--- src/rtl/param_uop_sequencer_pkg.sv ---
// param_uop_pkg: shared encodings and sizing for the bit-serial uop sequencer.
//   - inst_type_e / br_cond_e: decoded instruction type and branch condition
//   - state_e: sequencer FSM states
//   - nibble/uop sizing constants and per-type uop counts
//   - decode_type(): maps reserved type codes onto ALU
//   - last_uop_idx(): index of the final uop for a given type
package param_uop_pkg;

   localparam int unsigned P_NBITS   = 4;
   localparam int unsigned C_N_OFF   = 32 / P_NBITS;
   localparam int unsigned C_OFFBITS = 3;
   localparam int unsigned C_UOPBITS = 2;

   localparam int unsigned C_UOPS_ALU  = 1;
   localparam int unsigned C_UOPS_BR   = 2;
   localparam int unsigned C_UOPS_JAL  = 2;
   localparam int unsigned C_UOPS_JALR = 2;

   typedef enum logic [2:0] {
      INST_ALU  = 3'd0,
      INST_BR   = 3'd1,
      INST_JAL  = 3'd2,
      INST_JALR = 3'd3
   } inst_type_e;

   typedef enum logic [1:0] {
      BR_BEQ = 2'd0,
      BR_BNE = 2'd1,
      BR_BLT = 2'd2,
      BR_BGE = 2'd3
   } br_cond_e;

   typedef enum logic {
      S_IDLE = 1'b0,
      S_EXEC = 1'b1
   } state_e;

   function automatic inst_type_e decode_type(input logic [2:0] raw);
      inst_type_e t;
      case (raw)
         3'd1:    t = INST_BR;
         3'd2:    t = INST_JAL;
         3'd3:    t = INST_JALR;
         default: t = INST_ALU;
      endcase
      return t;
   endfunction

   function automatic logic [C_UOPBITS-1:0] last_uop_idx(input inst_type_e t);
      int unsigned n;
      case (t)
         INST_BR:   n = C_UOPS_BR;
         INST_JAL:  n = C_UOPS_JAL;
         INST_JALR: n = C_UOPS_JALR;
         default:   n = C_UOPS_ALU;
      endcase
      return C_UOPBITS'(n - 1);
   endfunction

endpackage

--- src/rtl/param_uop_sequencer_if.sv ---
// param_uop_sequencer_if: decode-to-X instruction handshake.
//   inst_val_Dhl   decoded instruction valid        (master -> slave)
//   inst_rdy_Dhl   sequencer can accept this cycle  (slave -> master)
//   inst_type_Dhl  instruction type, 3 bits         (master -> slave)
//   br_cond_Dhl    branch condition, 2 bits         (master -> slave)
interface param_uop_sequencer_if;

   logic       inst_val_Dhl;
   logic       inst_rdy_Dhl;
   logic [2:0] inst_type_Dhl;
   logic [1:0] br_cond_Dhl;

   modport master (
      output inst_val_Dhl,
      output inst_type_Dhl,
      output br_cond_Dhl,
      input  inst_rdy_Dhl
   );

   modport slave (
      input  inst_val_Dhl,
      input  inst_type_Dhl,
      input  br_cond_Dhl,
      output inst_rdy_Dhl
   );

endinterface

--- src/rtl/param_uop_sequencer_counter.sv ---
// param_UopCounter: nibble index / uop index counter pair.
//   clk, reset        clock, synchronous active-low reset
//   clear             restart at uop 0, nibble 0 (priority over en)
//   en                advance one nibble
//   last_uop_idx      index of the final uop of the current instruction
//   nib_idx, uop_idx  current position
//   nib_final         on the last nibble of a uop
//   uop_final         on the final uop of the instruction
module param_UopCounter
   import param_uop_pkg::*;
#(
   parameter int unsigned C_OFFBITS = 3,
   parameter int unsigned C_UOPBITS = 2
) (
   input  logic                 clk,
   input  logic                 reset,
   input  logic                 clear,
   input  logic                 en,
   input  logic [C_UOPBITS-1:0] last_uop_idx,
   output logic [C_OFFBITS-1:0] nib_idx,
   output logic [C_UOPBITS-1:0] uop_idx,
   output logic                 nib_final,
   output logic                 uop_final
);

   assign nib_final = (nib_idx == C_OFFBITS'(C_N_OFF - 1));
   assign uop_final = (uop_idx == last_uop_idx);

   always_ff @(posedge clk) begin
      if (!reset || clear) begin
         nib_idx <= '0;
         uop_idx <= '0;
      end else if (en) begin
         nib_idx <= nib_final ? '0 : nib_idx + 1'b1;
         // wrapping after the final uop leaves the pair at 0 for the next instruction
         if (nib_final)
            uop_idx <= uop_final ? '0 : uop_idx + 1'b1;
      end
   end

endmodule

--- src/rtl/param_uop_sequencer.sv ---
// param_uop_sequencer: X-stage bit-serial micro-op sequencer.
// Accepts one decoded instruction per handshake and steps it through its
// uops, one nibble per cycle, driving the serial PC / branch controls.
//   clk, reset              clock, synchronous active-low reset
//   inst_if (slave)         instruction handshake from decode
//   stall_Xhl               freeze sequencing this cycle
//   alu_eq_nib_Xhl          current ALU nibble operands equal
//   alu_lt_Xhl              signed less-than, valid on final compare nibble
//   last_uop_Xhl            final nibble of final uop (PC updates)
//   pc_mux_sel_Xhl          redirect PC to assembled target
//   b_use_imm_reg_Xhl       target comes from the address register
//   pc_plus4_mux_sel_Xhl    serial PC interface emits PC+4
//   a_mux_sel_Xhl           ALU A operand is the serial PC
//   addr_reg_en_Xhl         load ALU nibble into the address register
//   shift_dir_sel_Xhl       address demux direction (0 = LSB-first)
//   nib_idx_Xhl             current nibble index
module param_uop_sequencer
   import param_uop_pkg::*;
(
   input  logic                   clk,
   input  logic                   reset,
   param_uop_sequencer_if.slave   inst_if,
   input  logic                   stall_Xhl,
   input  logic                   alu_eq_nib_Xhl,
   input  logic                   alu_lt_Xhl,
   output logic                   last_uop_Xhl,
   output logic                   pc_mux_sel_Xhl,
   output logic                   b_use_imm_reg_Xhl,
   output logic                   pc_plus4_mux_sel_Xhl,
   output logic                   a_mux_sel_Xhl,
   output logic                   addr_reg_en_Xhl,
   output logic                   shift_dir_sel_Xhl,
   output logic [C_OFFBITS-1:0]   nib_idx_Xhl
);

   state_e                 state_q;
   inst_type_e             type_q;
   br_cond_e               cond_q;
   logic [C_UOPBITS-1:0]   last_idx_q;
   logic                   eq_acc_q;

   logic [C_OFFBITS-1:0]   nib_idx;
   logic [C_UOPBITS-1:0]   uop_idx;
   logic                   nib_final;
   logic                   uop_final;

   logic                   exec_live;
   logic                   step;
   logic                   last_int;
   logic                   accept;
   logic                   eq_now;
   logic                   taken;
   inst_type_e             new_type;

   // outputs are forced low while reset is asserted, even mid-instruction
   assign exec_live = (state_q == S_EXEC) && reset;
   assign step      = exec_live && !stall_Xhl;
   assign last_int  = step && nib_final && uop_final;

   assign inst_if.inst_rdy_Dhl = reset && ((state_q == S_IDLE) || last_int);
   assign accept   = inst_if.inst_val_Dhl && inst_if.inst_rdy_Dhl;
   assign new_type = decode_type(inst_if.inst_type_Dhl);

   // the accumulator restarts at nibble 0, so its stored value is ignored there
   assign eq_now = alu_eq_nib_Xhl && ((nib_idx == '0) || eq_acc_q);

   param_UopCounter #(
      .C_OFFBITS (C_OFFBITS),
      .C_UOPBITS (C_UOPBITS)
   ) u_counter (
      .clk          (clk),
      .reset        (reset),
      .clear        (accept),
      .en           (step),
      .last_uop_idx (last_idx_q),
      .nib_idx      (nib_idx),
      .uop_idx      (uop_idx),
      .nib_final    (nib_final),
      .uop_final    (uop_final)
   );

   always_ff @(posedge clk) begin
      if (!reset) begin
         state_q    <= S_IDLE;
         type_q     <= INST_ALU;
         cond_q     <= BR_BEQ;
         last_idx_q <= '0;
         eq_acc_q   <= 1'b1;
      end else begin
         if (step && (type_q == INST_BR) && (uop_idx == C_UOPBITS'(1)))
            eq_acc_q <= eq_now;
         if (accept) begin
            state_q    <= S_EXEC;
            type_q     <= new_type;
            cond_q     <= br_cond_e'(inst_if.br_cond_Dhl);
            last_idx_q <= last_uop_idx(new_type);
            eq_acc_q   <= 1'b1;
         end else if (last_int) begin
            state_q <= S_IDLE;
         end
      end
   end

   always_comb begin
      taken = 1'b0;
      case (cond_q)
         BR_BEQ:  taken = eq_now;
         BR_BNE:  taken = !eq_now;
         BR_BLT:  taken = alu_lt_Xhl;
         BR_BGE:  taken = !alu_lt_Xhl;
         default: taken = 1'b0;
      endcase
   end

   always_comb begin
      a_mux_sel_Xhl        = 1'b0;
      addr_reg_en_Xhl      = 1'b0;
      pc_plus4_mux_sel_Xhl = 1'b0;
      b_use_imm_reg_Xhl    = 1'b0;
      pc_mux_sel_Xhl       = 1'b0;
      shift_dir_sel_Xhl    = 1'b0;
      last_uop_Xhl         = last_int;
      nib_idx_Xhl          = exec_live ? nib_idx : '0;
      if (exec_live) begin
         b_use_imm_reg_Xhl = (type_q != INST_ALU);
         case (type_q)
            INST_BR: begin
               a_mux_sel_Xhl   = (uop_idx == '0);
               addr_reg_en_Xhl = (uop_idx == '0);
               pc_mux_sel_Xhl  = last_int && taken;
            end
            INST_JAL: begin
               a_mux_sel_Xhl        = 1'b1;
               addr_reg_en_Xhl      = (uop_idx == '0);
               pc_plus4_mux_sel_Xhl = (uop_idx != '0);
               pc_mux_sel_Xhl       = last_int;
            end
            INST_JALR: begin
               a_mux_sel_Xhl        = (uop_idx != '0);
               addr_reg_en_Xhl      = (uop_idx == '0);
               pc_plus4_mux_sel_Xhl = (uop_idx != '0);
               pc_mux_sel_Xhl       = last_int;
            end
            default: ;
         endcase
         if (stall_Xhl) begin
            a_mux_sel_Xhl   = 1'b0;
            addr_reg_en_Xhl = 1'b0;
         end
      end
   end

endmodule
--- src/flat_wrapper.sv ---
// flat-port wrapper written by rule: the top's interface ports become plain ports
module param_uop_sequencer_flat import param_uop_pkg::*;
  (clk, reset, stall_Xhl, alu_eq_nib_Xhl, alu_lt_Xhl, last_uop_Xhl, pc_mux_sel_Xhl, b_use_imm_reg_Xhl, pc_plus4_mux_sel_Xhl, a_mux_sel_Xhl, addr_reg_en_Xhl, shift_dir_sel_Xhl, nib_idx_Xhl, inst_if_inst_val_Dhl, inst_if_inst_type_Dhl, inst_if_br_cond_Dhl, inst_if_inst_rdy_Dhl);
  param_uop_sequencer_if inst_if_i ();
  input  logic clk;
  input  logic reset;
  input  logic stall_Xhl;
  input  logic alu_eq_nib_Xhl;
  input  logic alu_lt_Xhl;
  output logic last_uop_Xhl;
  output logic pc_mux_sel_Xhl;
  output logic b_use_imm_reg_Xhl;
  output logic pc_plus4_mux_sel_Xhl;
  output logic a_mux_sel_Xhl;
  output logic addr_reg_en_Xhl;
  output logic shift_dir_sel_Xhl;
  output logic [C_OFFBITS-1:0] nib_idx_Xhl;
  input wire logic [$bits(inst_if_i.inst_val_Dhl)-1:0] inst_if_inst_val_Dhl;
  input wire logic [$bits(inst_if_i.inst_type_Dhl)-1:0] inst_if_inst_type_Dhl;
  input wire logic [$bits(inst_if_i.br_cond_Dhl)-1:0] inst_if_br_cond_Dhl;
  output wire logic [$bits(inst_if_i.inst_rdy_Dhl)-1:0] inst_if_inst_rdy_Dhl;
  assign inst_if_i.inst_val_Dhl = inst_if_inst_val_Dhl;
  assign inst_if_i.inst_type_Dhl = inst_if_inst_type_Dhl;
  assign inst_if_i.br_cond_Dhl = inst_if_br_cond_Dhl;
  assign inst_if_inst_rdy_Dhl = inst_if_i.inst_rdy_Dhl;
  param_uop_sequencer u_core (.clk(clk), .reset(reset), .inst_if(inst_if_i), .stall_Xhl(stall_Xhl), .alu_eq_nib_Xhl(alu_eq_nib_Xhl), .alu_lt_Xhl(alu_lt_Xhl), .last_uop_Xhl(last_uop_Xhl), .pc_mux_sel_Xhl(pc_mux_sel_Xhl), .b_use_imm_reg_Xhl(b_use_imm_reg_Xhl), .pc_plus4_mux_sel_Xhl(pc_plus4_mux_sel_Xhl), .a_mux_sel_Xhl(a_mux_sel_Xhl), .addr_reg_en_Xhl(addr_reg_en_Xhl), .shift_dir_sel_Xhl(shift_dir_sel_Xhl), .nib_idx_Xhl(nib_idx_Xhl));
endmodule
--- config.mk ---
export PLATFORM = sky130hd
export DESIGN_NAME = param_uop_sequencer_flat
export DESIGN_NICKNAME = d
export VERILOG_FILES = /design/src/rtl/param_uop_sequencer_pkg.sv /design/src/rtl/param_uop_sequencer_if.sv /design/src/rtl/param_uop_sequencer_counter.sv /design/src/rtl/param_uop_sequencer.sv /design/src/flat_wrapper.sv
export SDC_FILE = /design/constraint.sdc
export NUM_CORES = 1
export LEC_CHECK = 0
export BUFFER_PORTS_ARGS = -buffer_cell sky130_fd_sc_hd__buf_2
export CORE_MARGIN = 4
export CORE_UTILIZATION = 53
export DETAILED_ROUTE_END_ITERATION = 12
export GPL_TIMING_DRIVEN = 0
export PLACE_DENSITY = 0.92
export SLEW_MARGIN = 25
export SYNTH_ARGS = -nofsm -noshare
export SYNTH_HDL_FRONTEND = slang
export SYNTH_SLANG_ARGS = --single-unit
--- constraint.sdc ---
create_clock -name clk -period 4.85 [get_ports clk]
set_input_delay 0.2425 -clock clk [delete_from_list [all_inputs] [get_ports clk]]
set_output_delay 0.2425 -clock clk [all_outputs]
set_load 0.02 [all_outputs]
Word-level counts from Yosys, hierarchy flattened
Cells that the tools add are included.
- register bits: 14
- bits in latches: 0
- bits in writable memories: 0
- memory bits (read-only): 0
- bits of input ports: 11
- output and inout port bits: 11
- word-level logic and storage cells: 76
- memories: 0
- add/sub/neg operators: 3
- multipliers: 0
- div/mod/pow operators: 0
- order comparisons: 0
- equality and inequality tests: 15
- shift-type cells: 0
- multiplexer cells: 21
- bitwise gates (word level): 2
- reductions and logical operators: 28
- operators by type and width (cell ; number):
    $eq A3 B2 Y1 const B ; 4
    $mux W1 ; 11
    $logic_and A1 B1 Y1 ; 10
    $eq A2 B2 Y1 const B ; 4
    $mux W2 ; 4
    $eq A2 B1 Y1 const B ; 3
    $eq A3 B1 Y1 const B ; 2
    $mux W3 ; 2
    $pmux W2 S3 ; 1
    $reduce_or A3 Y1 ; 2
    $logic_not A1 Y1 ; 4
    $logic_not A2 Y1 ; 2
    $pmux W1 S4 ; 1
    $reduce_bool A2 Y1 ; 2
    $reduce_or A2 Y1 ; 2
    $add A3 B1 Y3 const B ; 1
    $eq A3 B3 Y1 const B ; 1
    $logic_not A3 Y1 ; 1
    $logic_or A1 B1 Y1 ; 3
    $pmux W1 S3 ; 1
    $reduce_bool A3 Y1 ; 1
    $add A2 B1 Y2 const B ; 1
    $eq A2 B2 Y1 ; 1
    $not A1 Y1 ; 2
    other kinds (3) ; 3

Longest topological paths before layout
Gate-level depths: netlist (run 1).
- depth in word-level cells: 10
- depth in mapped cells: 6

Cells and area by module
From an unflattened synthesis (run 1), not the netlist that was laid out.
- cell total of the unflattened synthesis: 95
- area, all modules: 819.5 um^2
- modules (own cells, without submodules) (module ; instances ; cells an instance ; area each (um^2) ; seq. area each (um^2)):
    param_uop_sequencer ; 1 ; 65 ; 521.8 ; 140.1
    param_UopCounter ; 1 ; 30 ; 297.8 ; 100.1

Least setup slack after synthesis (run 1)
No wires, ideal clock.
- kind: flip-flop to output port
- start: reg u_core.u_counter.nib_idx[0]
- end: out pc_mux_sel_Xhl
- data arrival time: 1.706 ns
- setup slack: 2.901 ns
- cell stages (with the launch flop): 6
- buffers on the path: 0
- path through: dfxtp_1 > ha_1 > ha_1 > nand4b_4 > nor3_1 > o21a_1
- elaborated cells on any way between the ends: 11
- those cells by class: eq/ne: 1; mux: 3; reduce/logical: 7
- RTL lines (item ; line ; RTL):
    start, declared ; param_uop_sequencer_counter.sv:20 ; output logic [C_OFFBITS-1:0] nib_idx,
    start signal, assigned ; param_uop_sequencer_counter.sv:34 ; nib_idx <= nib_final ? '0 : nib_idx + 1'b1;
    $eq A3 B3 Y1 (*) ; param_uop_sequencer_counter.sv:26 ; assign nib_final = (nib_idx == C_OFFBITS'(C_N_OFF - 1));
    $logic_and A1 B1 Y1 (*) (2 in a row) ; param_uop_sequencer.sv:58 ; assign last_int = step && nib_final && uop_final;
    named net last_uop_Xhl ; flat_wrapper.sv:10 ; output logic last_uop_Xhl;
    $logic_and A1 B1 Y1 ; param_uop_sequencer.sv:130 ; pc_mux_sel_Xhl = last_int && taken;
    $pmux W1 S2 (*) ; param_uop_sequencer.sv:126 ; case (type_q)
    $mux W1 (*) ; param_uop_sequencer.sv:124 ; if (exec_live) begin
    end, declared ; flat_wrapper.sv:11 ; output logic pc_mux_sel_Xhl;
Mark *: on every way through the listed nets, which the timed path passes. The rest lies on a longest branch.

Worst setup path after layout (run 1)
- start: reg u_core.u_counter.nib_idx[0]
- end: out inst_if_inst_rdy_Dhl
- cells in the longest elaborated chain, start to end: 5
- RTL lines (item ; line ; RTL):
    $eq A3 B3 Y1 ; param_uop_sequencer_counter.sv:26 ;
    $logic_and A1 B1 Y1 (2 in a row) ; param_uop_sequencer.sv:58 ;
    $logic_or A1 B1 Y1 ; param_uop_sequencer.sv:60 ; assign inst_if.inst_rdy_Dhl = reset && ((state_q == S_IDLE) || last_int);
    $logic_and A1 B1 Y1 ; param_uop_sequencer.sv:60 ;
    end, declared ; flat_wrapper.sv:21 ; output wire logic [$bits(inst_if_i.inst_rdy_Dhl)-1:0] inst_if_inst_rdy_Dhl;
No other way between the ends.

==> summary.md, run 1 <==
| Metric | Value |
|---|---|
| Status | finished clean |
| Clock tree sinks | 12 |
| Max Root-Sink Buffers | 2 |
| Most frequent cells in the layout | buf_2, dfxtp_1, nor2_1, inv_1 |
| Peak supply drop | 0.169 mV |
| DP Wirelength | 1330 µm |
| Post-Synthesis Cells | 88 |
| Core Area | 1320 µm² |
| Syn Area/Cell | 8.43 µm² |
| Hold path start | inst_if_inst_type_Dhl[2] |
| GPL Wtd Cong | 0.807 |
| Grt total ovfl | 0 |
| Fin. Hold Viols | 0 |
| Vias per cell | 5.63 |
| H-tree Lvls | 1 |
| RSZ-0062 raised after global routing | no |
| Synth Cell Area | 742 µm² |
| Initial DRC count | 12 |
| CP max stage cell | dfxtp_1 |
| Max Cap Violations | 0 |
| Syn nets | 104 |
| Cts repair resizes | 0 |
| Detail Route Antenna Nets | 0 |
| WL/cell | 13.6 µm |
| CTS Buf Count | 3 |
| Placed insts | 123 |
| Post-synthesis sequential area ratio | 0.324 |
| Worst path buffer plus inverter count | 1 |
| GR Util All Layers | 0.185 |
| Filler cells | 105 |
| Arrival time at the worst endpoint | 1.83 ns |
| RR Startpoint | u_core.u_counter.nib_idx[0]$_SDFFE_PP0N_ |
| Initial antenna violation count | 0 |
| Post-CTS Setup Bufs | 0 |
| Drt pass-1 iters | 4 |
| Slew Viols, Final | 0 |
| Yosys Warn Count | 0 |
| Routed vias | 709 |
| Clock Skew | 0.00650 ns |
| First-pass GRT wire length | 2780 µm |
| Sum Neg Setup Slack | 0 ns |
| Leakage | 0.422 nW |
| Hold Crit Class | in -> reg |
| CP delay by family, top | adder cells |
| Synth Register Bits | 12 |
| Fin nets | 129 |
| Crit share post-route | 0.427 |
| CP Cell Sequence | ha_1, ha_1, nand4b_4, o31ai_2, and2_1, buf_2 |
| Die area | 2060 µm² |
| Top-level port count | 22 |
| Diodes inserted | 0 |
| Crit-path max FO | 6 |
| Required time of the worst setup path | 4.61 ns |
| Largest net degree at the start of global routing | 11 |
| Area delta synth->final | 19.1% |
| Clk_lat worst skew | 0.27 ns |
| Row Count | 13 |
| Final setup fails | 0 |
| Root Buffer | clkbuf_4 |
| CTS tree | yes |
| CP dominant cell by count | ha_1 |
| Commonest non-fill, non-tap cell in the layout | buf_2 |
| Die Height | 45.4 µm |
| CTS hold repair buffers | 0 |
| Setup crit start kind | register |
| Period minus WS final | 2.07 ns |
| CTS clk-pin slew, worst paths | 0.08 ns |
| Fmax | 482 MHz |
| Die Wd | 45.4 µm |
| Share of cells above drive strength 1 | 0.270 |
| Crit end category | primary output |
| Port-buffer cells | 20 |
| DRC | 0 |
| CP Class | reg -> out |
| CP startpoint | u_core.u_counter.nib_idx[0]$_SDFFE_PP0N_ |
| Total wire length | 1710 µm |
| Post-Layout Cell Count | 126 |
| Starting Density | 0.563 |
| Pwr dens | 219 nW/µm² |
| Vias in the first global route | 691 |
| Crit path largest cell delay | 0.38 ns |
| Netlist cell types | 32 |
-- synth_stat cells (all sizes together) --
library cell  number  area [µm²]
dfxtp             12         240
nor2              10        37.5
inv                7        26.3
ha                 5        62.6
nand2              5        18.8
o211ai             5        37.5
o21ai              5        28.8
a21oi              4        20.0
nor3b              4        30.0
nand2b             3        18.8
nor3               3        15.0
o31ai              3        27.5
clkbuf             2        7.51
mux2               2        22.5
mux2i              2        20.0
xor2               2        17.5
a21boi             1        7.51
and2               1        6.26
and3               1        6.26
buf                1        7.51
conb               1        3.75
nand3              1        5.00
nand3b             1        7.51
nand4b             1        23.8
nor2b              1        6.26
nor4               1        6.26
o21a               1        7.51
o21bai             1        7.51
o31a               1        10.0
or3                1        6.26
-- cells by family after synthesis --
| logic type | count (synthesis) | synth area share |
|---|---|---|
| AND/OR/NAND/NOR | 33 | 0.253 |
| AO/OA/AOI/OAI | 21 | 0.197 |
| flip-flops | 12 | 0.324 |
| buffers and inverters | 10 | 0.0557 |
| adder cells (fa/ha/maj) | 5 | 0.0843 |
| multiplexers | 4 | 0.0573 |
| XOR/XNOR | 2 | 0.0236 |
| other | 1 | 0.00505 |
-- final timing paths --
| path | depth (start not counted) | endpoint | slack, ns |
|---|---|---|---|
| worst max-delay path | 6 | inst_if_inst_rdy_Dhl | 2.78 |
| worst min-delay path | 2 | u_core.last_idx_q[0]$_SDFFE_PN0P_ | 0.19 |
| worst max register to register | 6 | u_core.last_idx_q[0]$_SDFFE_PN0P_ | 3.01 |
| worst min register to register | 2 | u_core.eq_acc_q$_SDFFE_PP1P_ | 0.52 |
-- power by group --
part / total [mW] / internal, mW / switching [mW]
combinational: 0.0271 / 0.0114 / 0.0157
clock: 0.0615 / 0.0287 / 0.0328
sequential: 0.105 / 0.101 / 0.00333
-- metal layers --
layer / routed length [µm] / GRT usage / vias up / part of all wire
li1: - / - / 357 / -
met1: 703 / 0.213 / 331 / 0.41
met4: 16 / 0.0702 / 0 / 0.0094
met5: 0 / 0 / - / 0
met3: 89 / 0.0356 / 2 / 0.052
met2: 900 / 0.331 / 19 / 0.53
-- area by class of cell --
| type | count | area [µm²] | share of cell area |
|---|---|---|---|
| timing repair buffer | 20 | 100 | 0.113 |
| inverter | 7 | 26.3 | 0.0297 |
| sequential | 12 | 240 | 0.272 |
| clock buffer | 3 | 22.5 | 0.0255 |
| tap | 15 | 18.8 | 0.0212 |
| buffer | 3 | 15.0 | 0.0170 |
| multi-input combinational | 66 | 460 | 0.521 |
-- metrics by stage --
step	area [µm²]	utilization	setup WS (ns)	hold slack, ns	power, mW
2_1_floorplan	742	-	2.90	0.345	0.124
3_3_place_gp	861	0.653	3.12	0.460	0.132
3_5_place_dp	861	0.653	3.06	0.460	0.134
4_1_cts	883	0.670	2.77	0.184	0.194
5_1_grt	883	0.670	2.64	0.175	0.204
6_report	883	0.670	2.78	0.187	0.193
-- state kept, by name, indices dropped and copies added, names as in the netlist --
register / flops
u_core.cond_q: 2
u_core.eq_acc_q: 1
u_core.last_idx_q: 1
u_core.state_q: 1
u_core.type_q: 2
u_core.u_counter.nib_idx: 3
u_core.u_counter.uop_idx: 2
-- worst reg2reg max path: stages (launching register included) --
cell      delay [ns]
dfxtp_1         0.38
ha_1            0.17
ha_1            0.24
nand4b_4        0.17
o31ai_2         0.29
nand3_1         0.22
o31ai_1         0.30
No activity file was read; power rests on OpenSTA's default activity.
==> inputs of run 2 (changes only) <==
--- a/config.mk
+++ b/config.mk
@@ -5,12 +5,13 @@
 export SDC_FILE = /design/constraint.sdc
 export NUM_CORES = 1
 export LEC_CHECK = 0
+export ABC_AREA = 1
 export BUFFER_PORTS_ARGS = -buffer_cell sky130_fd_sc_hd__buf_2
 export CORE_MARGIN = 4
-export CORE_UTILIZATION = 53
+export CORE_UTILIZATION = 44
 export DETAILED_ROUTE_END_ITERATION = 12
 export GPL_TIMING_DRIVEN = 0
-export PLACE_DENSITY = 0.92
+export PLACE_DENSITY = 0.83
 export SLEW_MARGIN = 25
 export SYNTH_ARGS = -nofsm -noshare
 export SYNTH_HDL_FRONTEND = slang
==> constraint.sdc (replaced) <==
create_clock -name clk -period 1.8 [get_ports clk]
set_input_delay 0.09 -clock clk [delete_from_list [all_inputs] [get_ports clk]]
set_output_delay 0.09 -clock clk [all_outputs]
set_load 0.02 [all_outputs]
==> run 2 against run 1 <==
Global-route usage is 2.4 points lower. Non-clock buffer count is 1 higher. Clock skew fell by 0.0049 ns. Final cell count rose by 21%. Synthesized area down 1.7%. Worst hold slack got worse by 0.17 ns. Critical path type unchanged. Critical endpoint unchanged.
==> summary.md, run 2 <==
| Metric | Value |
|---|---|
| Status | finished clean (unchanged) |
| Period minus WS final | 1.74 ns |
| Vias in the first global route | 725 (was 691) |
| Top-level port count | 22 (unchanged) |
| Seq pwr share | 0.482 (was 0.542) |
| Grt total ovfl | 0 (unchanged) |
| Total wire length | 1910 µm (was 1710 µm) |
| Top_reg_cell synth | dfxtp_1 (unchanged) |
| First-pass GRT wire length | 3040 µm (was 2780 µm) |
| Syn nets | 126 (was 104) |
| Final setup fails | 0 (unchanged) |
| Post-synth EDFFs | 0 (unchanged) |
| Area of the multi-input gates | 443 µm² (was 460 µm²) |
| Most instantiated cells after synthesis | nand2_1, inv_1, dfxtp_1, nor2_1, a21oi_1 (was dfxtp_1, nor2_1, inv_1) |
| Yosys Warn Count | 0 (unchanged) |
| Crit end category | primary output (unchanged) |
| Netlist cell types | 19 (was 32) |
| Sum Neg Setup Slack | 0 ns (unchanged) |
| Register with the most flip-flops | u_core.u_counter.nib_idx (unchanged) |
| CTS clk-pin slew, worst paths | 0.08 ns (about the same) |
| Leakage | 0.453 nW (was 0.422 nW) |
| Diodes inserted | 0 (unchanged) |
| Fin. Hold Viols | 0 (unchanged) |
| Comb power frac | 0.145 (was 0.140) |
| Synth async-reset ratio | 0 (unchanged) |
| Clock share of power | 0.373 (was 0.318) |
| Max FFs per register | 3 (unchanged) |
| Fmax | 574 MHz |
| Area delta synth->final | 30.2% (was 19.1%) |
| Drt pass-1 iters | 6 (was 4) |
| DRC | 0 (unchanged) |
| Post-layout util | 0.616 (was 0.670) |
| Die area | 2370 µm² (was 2060 µm²) |
| Sw Pwr | 0.155 mW (was 0.0518 mW) |
| H-tree Lvls | 1 (unchanged) |
| Setup crit start kind | register (unchanged) |
| Peak supply drop | 0.556 mV (was 0.169 mV) |
| Required time of the worst setup path | 1.71 ns (was 4.61 ns) |
| Die Wd | 48.7 µm (was 45.4 µm) |
| Synth area leaders | dfxtp_1, nand2_1, inv_1 (was dfxtp_1, ha_1, nor2_1) |
| CTS hold repair buffers | 0 (unchanged) |
| CP Class | reg -> out (unchanged) |
| Max Cap Violations | 0 (unchanged) |
| Post-Synthesis Cells | 110 (was 88) |
| Initial DRC count | 27 (was 12) |
| Slew Viols, Final | 0 (unchanged) |
| Clk_lat worst skew | 0.28 ns (was 0.27 ns) |
| Detail Route Antenna Nets | 0 (unchanged) |
| Hold Crit Class | in -> reg (unchanged) |
| Pint | 0.429 mW (was 0.142 mW) |
| Synth Register Bits | 12 (unchanged) |
| Starting Density | 0.473 (was 0.563) |
| Fin worst setup slack | 0.0579 ns (was 2.78 ns) |
| Pwr dens | 615 nW/µm² (was 219 nW/µm²) |
| Port-buffer cells | 20 (unchanged) |
| Dpl ws | 0.0898 ns (was 3.06 ns) |
| Reg area | 244 µm² (was 240 µm²) |
| Switching Share | 0.266 (was 0.268) |
| Post-synthesis sequential area ratio | 0.329 (was 0.324) |
| DP Wirelength | 1410 µm (was 1330 µm) |
| RSZ-0062 raised after global routing | yes (was no) |
| Crit-path max FO | 4 (was 6) |
| GR Util All Layers | 0.161 (was 0.185) |
| CTS Buf Count | 3 (unchanged) |
| Core Area | 1540 µm² (was 1320 µm²) |
| Row Count | 14 (was 13) |
| Max Root-Sink Buffers | 2 (unchanged) |
| Root Buffer | clkbuf_4 (unchanged) |
| Routed vias | 802 (was 709) |
| Clock Skew | 0.00162 ns (was 0.00650 ns) |
| Post-synth top area cell | dfxtp_1 (unchanged) |
| Count leader, synth | nand2_1 (was dfxtp_1) |
| Arrival time at the worst endpoint | 1.65 ns (was 1.83 ns) |
| Vias per cell | 5.24 (was 5.63) |
| GPL Wtd Cong | 0.728 (was 0.807) |
| Filler cells | 159 (was 105) |
| Largest net degree at the start of global routing | 10 (was 11) |
| Share of cells above drive strength 1 | 0.314 (was 0.270) |
| Syn Area/Cell | 6.63 µm² (was 8.43 µm²) |
| CTS tree | yes (unchanged) |
| Die Height | 48.7 µm (was 45.4 µm) |
| Initial antenna violation count | 0 (unchanged) |
| Clock tree sinks | 12 (unchanged) |
| WL/cell | 12.5 µm (was 13.6 µm) |
| Fin nets | 154 (was 129) |
| Synth Cell Area | 729 µm² (was 742 µm²) |
| Most frequent cells in the layout | nand2_1, inv_1, buf_2, nor2_1, a21oi_1 (was buf_2, dfxtp_1, nor2_1, inv_1) |
| Commonest non-fill, non-tap cell in the layout | nand2_1 (was buf_2) |
| Crit share post-route | 0.968 |
| Share of the synthesized area in the top cell type | 0.329 (was 0.324) |
==> run 2: kinds of logic (layout without fill, tap and decap cells) <==
kind of cell             after synthesis  in the layout  share of synthesized area
AND/OR/NAND/NOR                       51             51                      0.319
AO/OA/AOI/OAI                         21             21                      0.153
buffers and inverters                 20             47                      0.108
flip-flops                            12             12                      0.329
adder cells (fa/ha/maj)                5              5                     0.0858
other                                  1              1                    0.00514
==> run 2: stage by stage <==
| stage | instances | hold slack (ns) | power (mW) | instance area, µm² |
|---|---|---|---|---|
| after global routing | 153 | 0.00428 | 0.613 | 950 |
| after detailed placement | 146 | 0.300 | 0.363 | 850 |
| after global placement | 146 | 0.291 | 0.359 | 850 |
| after floorplan | 110 | 0.196 | 0.335 | 729 |
| after CTS | 150 | 0.00872 | 0.583 | 897 |
| final | 153 | 0.0141 | 0.584 | 950 |
==> run 2: layout make-up <==
| type | count | area share |
|---|---|---|
| timing repair buffer | 23 | 0.134 |
| multi-input combinational | 78 | 0.466 |
| inverter | 19 | 0.0751 |
| clock buffer | 4 | 0.0382 |
| tap | 16 | 0.0211 |
| sequential | 12 | 0.257 |
| buffer | 1 | 0.00791 |
==> run 2: critical path: stages, from the launching register on <==
cell and delay, ns:
dfxtp_2 0.34, ha_2 0.20, ha_4 0.14, inv_1 0.07, nor2_2 0.14, nand2_2 0.11
nand2_4 0.09, inv_1 0.04, nor2_1 0.10, buf_4 0.15
==> run 2: final timing paths <==
path	start	endpoint	slack [ns]	cells past startpoint
max	u_core.u_counter.nib_idx[0]$_SDFFE_PP0N_	inst_if_inst_rdy_Dhl	0.06	9
min	inst_if_br_cond_Dhl[0]	u_core.cond_q[0]$_SDFFE_PN0P_	0.01	3
max reg2reg	u_core.u_counter.nib_idx[0]$_SDFFE_PP0N_	u_core.cond_q[1]$_SDFFE_PN0P_	0.14	9
min reg2reg	u_core.u_counter.uop_idx[1]$_SDFFE_PP0N_	u_core.u_counter.uop_idx[1]$_SDFFE_PP0N_	0.47	2
==> run 2: repair_timing <==
action	4_1_cts	5_1_grt
endpoints found under the setup margin	2	11
buffers inserted	0	3
gates resized for setup	5	10
pin swaps	0	4
hold endpoints to repair	0	0
==> run 2: power groups by stage <==
stage               logic, mW  registers (mW)  clock network, mW
finish                 0.0849           0.281              0.218
detailed placement     0.0778           0.286                  0
global placement       0.0739           0.285                  0
global route           0.0955           0.282              0.235
CTS                    0.0806           0.280              0.223
floorplan              0.0500           0.285                  0
==> run 2: routing by layer <==
metal,part of all wire,track usage
met2,0.53,0.293
met1,0.40,0.172
met3,0.057,0.0583
met5,0,0
met4,0.0079,0.0404
==> inputs of run 3 (changes only) <==
--- a/config.mk
+++ b/config.mk
@@ -8,11 +8,13 @@
 export ABC_AREA = 1
 export BUFFER_PORTS_ARGS = -buffer_cell sky130_fd_sc_hd__buf_2
 export CORE_MARGIN = 4
-export CORE_UTILIZATION = 44
+export CORE_UTILIZATION = 45
 export DETAILED_ROUTE_END_ITERATION = 12
 export GPL_TIMING_DRIVEN = 0
 export PLACE_DENSITY = 0.83
+export SKIP_LAST_GASP = 1
 export SLEW_MARGIN = 25
 export SYNTH_ARGS = -nofsm -noshare
 export SYNTH_HDL_FRONTEND = slang
+export SYNTH_HIERARCHICAL = 1
 export SYNTH_SLANG_ARGS = --single-unit
==> run 3 against run 2 <==
Synthesized cell count rose by 12%. Final cell count rose by 13%. Non-clock buffer count fell by 2. Clock power fell by 26%. Worst hold slack improved by 0.014 ns. Largest power group unchanged. First-iteration DRC count fell by 52%. Clock skew rose by 0.0060 ns. Global-route usage fell by 0.74 points. Total power fell by 8.6%. Final area rose by 4.2%. Utilization fell by 4.3 points. Critical endpoint is now u_core/u_counter/uop_idx[0]$_SDFFE_PP0P_.
==> summary.md, run 3 <==
| Metric | Value |
|---|---|
| Status | finished clean (unchanged) |
| WL/cell | 9.85 µm (was 12.5 µm) |
| Slew Viols, Final | 0 (unchanged) |
| Grt total ovfl | 0 (unchanged) |
| Max Root-Sink Buffers | 2 (unchanged) |
| Crit path largest cell delay | 0.36 ns (was 0.34 ns) |
| Crit end category | register (was primary output) |
| Clk_lat worst skew | 0.27 ns (was 0.28 ns) |
| Post-CTS Setup Bufs | 0 (unchanged) |
| CP Class | reg -> reg (was reg -> out) |
| Share of the synthesized area in the top cell type | 0.292 (was 0.329) |
| CTS tree | yes (unchanged) |
| Most instantiated cells after synthesis | nand2_1, inv_1, nor2_1 (was nand2_1, inv_1, dfxtp_1, nor2_1, a21oi_1) |
| CTS clk-pin slew, worst paths | 0.08 ns (about the same) |
| Netlist cell types | 24 (was 19) |
| Sum Neg Setup Slack | 0 ns (unchanged) |
| Fin nets | 164 (was 154) |
| Hold Crit Class | in -> reg (unchanged) |
| Die Height | 50.7 µm (was 48.7 µm) |
| CTS Buf Count | 3 (unchanged) |
| Leakage | 0.492 nW (was 0.453 nW) |
| Post-Synthesis Cells | 123 (was 110) |
| Peak supply drop | 0.356 mV (was 0.556 mV) |
| Share of cells above drive strength 1 | 0.284 (was 0.314) |
| Crit share post-route | 0.896 (was 0.968) |
| Post-synth EDFFs | 0 (unchanged) |
| Syn Area/Cell | 6.68 µm² (was 6.63 µm²) |
| Initial antenna violation count | 0 (unchanged) |
| Register with the most flip-flops | u_core/u_counter/nib_idx (was u_core.u_counter.nib_idx) |
| Die area | 2570 µm² (was 2370 µm²) |
| Final setup fails | 0 (unchanged) |
| Max FFs per register | 3 (unchanged) |
| Pwr dens | 539 nW/µm² (was 615 nW/µm²) |
| Max Cap Violations | 0 (unchanged) |
| Crit-path max FO | 8 (was 4) |
| H-tree Lvls | 1 (unchanged) |
| Fin. Hold Viols | 0 (unchanged) |
| Row Count | 15 (was 14) |
| DP Wirelength | 1390 µm (was 1410 µm) |
| Worst hold slack | 0.0280 ns (was 0.0141 ns) |
| Die Wd | 50.7 µm (was 48.7 µm) |
| Vias in the first global route | 744 (was 725) |
| Most frequent cells in the layout | nand2_1, buf_2, inv_1, nor2_1, a21oi_1 (was nand2_1, inv_1, buf_2, nor2_1, a21oi_1) |
| Routed vias | 799 (was 802) |
| Worst path buffer plus inverter count | 3 (unchanged) |
| Diodes inserted | 0 (unchanged) |
| CP Cell Sequence | ha_1, ha_1, nand3_4, nand2_4, nand3_4, clkinv_4, inv_1, nand2_2, inv_1, nand2_1, nor2_1 (was ha_2, ha_4, inv_1, nor2_2, nand2_2, nand2_4, inv_1, nor2_1, buf_4) |
| Synth async-reset ratio | 0 (unchanged) |
| GR Util All Layers | 0.153 (was 0.161) |
| Vias per cell | 4.62 (was 5.24) |
| Synth Register Bits | 12 (unchanged) |
| Root Buffer | clkbuf_4 (unchanged) |
| Synth area leaders | dfxtp_1, nand2_1, inv_1 (unchanged) |
| Clock Skew | 0.00765 ns (was 0.00162 ns) |
| Commonest non-fill, non-tap cell in the layout | nand2_1 (unchanged) |
| DRC | 0 (unchanged) |
| Arrival time at the worst endpoint | 1.78 ns (was 1.65 ns) |
| Detail Route Antenna Nets | 0 (unchanged) |
| Setup crit start kind | register (unchanged) |
| Total wire length | 1700 µm (was 1910 µm) |
| Port-buffer cells | 20 (unchanged) |
| Clock tree sinks | 12 (unchanged) |
| CTS hold repair buffers | 0 (unchanged) |
| Fmax | 620 MHz (was 574 MHz) |
| Top-level port count | 22 (unchanged) |
| Period minus WS final | 1.61 ns (was 1.74 ns) |
| Required time of the worst setup path | 1.96 ns (was 1.71 ns) |
| CP delay by family, top | simple AND/OR/NAND/NOR gates (unchanged) |
| CP max stage cell | dfxtp_2 (unchanged) |
| Post-synthesis sequential area ratio | 0.292 (was 0.329) |
| Largest net degree at the start of global routing | 10 (unchanged) |
| Yosys Warn Count | 6 (was 0) |
| Drt pass-1 iters | 4 (was 6) |
| Count leader, synth | nand2_1 (unchanged) |
| RSZ-0062 raised after global routing | no (was yes) |
| Area delta synth->final | 20.4% (was 30.2%) |
| Starting Density | 0.476 (was 0.473) |
| Initial DRC count | 13 (was 27) |
| Post-synth top area cell | dfxtp_1 (unchanged) |
| First-pass GRT wire length | 3010 µm (was 3040 µm) |
| Cts repair resizes | 0 (was 5) |
| Core Area | 1730 µm² (was 1540 µm²) |
| Top_reg_cell synth | dfxtp_1 (unchanged) |
| Synth Cell Area | 822 µm² (was 729 µm²) |
| GPL Wtd Cong | 0.802 (was 0.728) |
## run 3: cell types whose count changed after synthesis, sizes merged, moves of 2 or more
cell | before | now
nand4 | 2 | 4
ha | 5 | 3
nand2 | 24 | 29
o21ai | 9 | 2
a21oi | 10 | 13
inv | 18 | 24
xor2 | 0 | 2
nor2 | 14 | 16
## run 3: cell type report
type,instances,area [µm²]
fill,169,737
multi-input combinational,86,478
sequential,12,244
timing repair buffer,20,100
inverter,25,98.8
tap,25,31.3
clock buffer,3,22.5
buffer,2,15.0
## run 3: path summary, 6_finish.rpt
| path | startpoint | endpoint | slack [ns] | cells after the start |
|---|---|---|---|---|
| worst max-delay path | u_core/u_counter/nib_idx[0]$_SDFFE_PP0P_ | u_core/u_counter/uop_idx[0]$_SDFFE_PP0P_ | 0.19 | 11 |
| worst min-delay path | inst_if_br_cond_Dhl[0] | u_core/cond_q[0]$_SDFFE_PN0P_ | 0.03 | 3 |
| worst max register to register | u_core/u_counter/nib_idx[0]$_SDFFE_PP0P_ | u_core/u_counter/uop_idx[0]$_SDFFE_PP0P_ | 0.19 | 11 |
| worst min register to register | u_core/u_counter/nib_idx[0]$_SDFFE_PP0P_ | u_core/u_counter/nib_idx[0]$_SDFFE_PP0P_ | 0.47 | 1 |
## run 3: routing by layer
layer  vias to the layer above  track usage  share of wire
li1                        430            -              -
met1                       349        0.182           0.47
met2                        18        0.265           0.48
met3                         2       0.0475          0.038
met4                         0       0.0404         0.0059
met5                         -            0              0
## run 3: power by group
group | switching [mW] | total, mW | internal (mW)
sequential | 0.00792 | 0.282 | 0.274
combinational | 0.0562 | 0.0899 | 0.0336
clock | 0.0851 | 0.162 | 0.0773
## run 3: worst min-delay path, delay by kind of cell
family	cells	cell delay (ns)
simple gates	2	0.09
buf+inv	1	0.08
## run 3: cells by family (layout without fill, tap and decap cells)
family | count (synthesis) | count (layout) | share of synthesized area
DFF | 12 | 12 | 0.292
and+or+nand+nor | 60 | 60 | 0.379
buffers and inverters | 27 | 50 | 0.139
xor gates and xnor gates | 2 | 2 | 0.0213
adders and majority gates | 3 | 3 | 0.0457
AOI/OAI and AO/OA | 18 | 18 | 0.119
other | 1 | 3 | 0.00456
## run 3: metrics by stage
stage | power (mW) | worst slack [ns] | std cells | cell area [µm²] | util
floorplan | 0.347 | 0.341 | 125 | 830 | -
global placement | 0.372 | 0.158 | 170 | 961 | 0.557
detailed placement | 0.376 | 0.104 | 170 | 961 | 0.557
CTS | 0.537 | 0.0739 | 173 | 983 | 0.570
global route | 0.565 | 0.0640 | 173 | 990 | 0.573
finish | 0.534 | 0.188 | 173 | 990 | 0.573
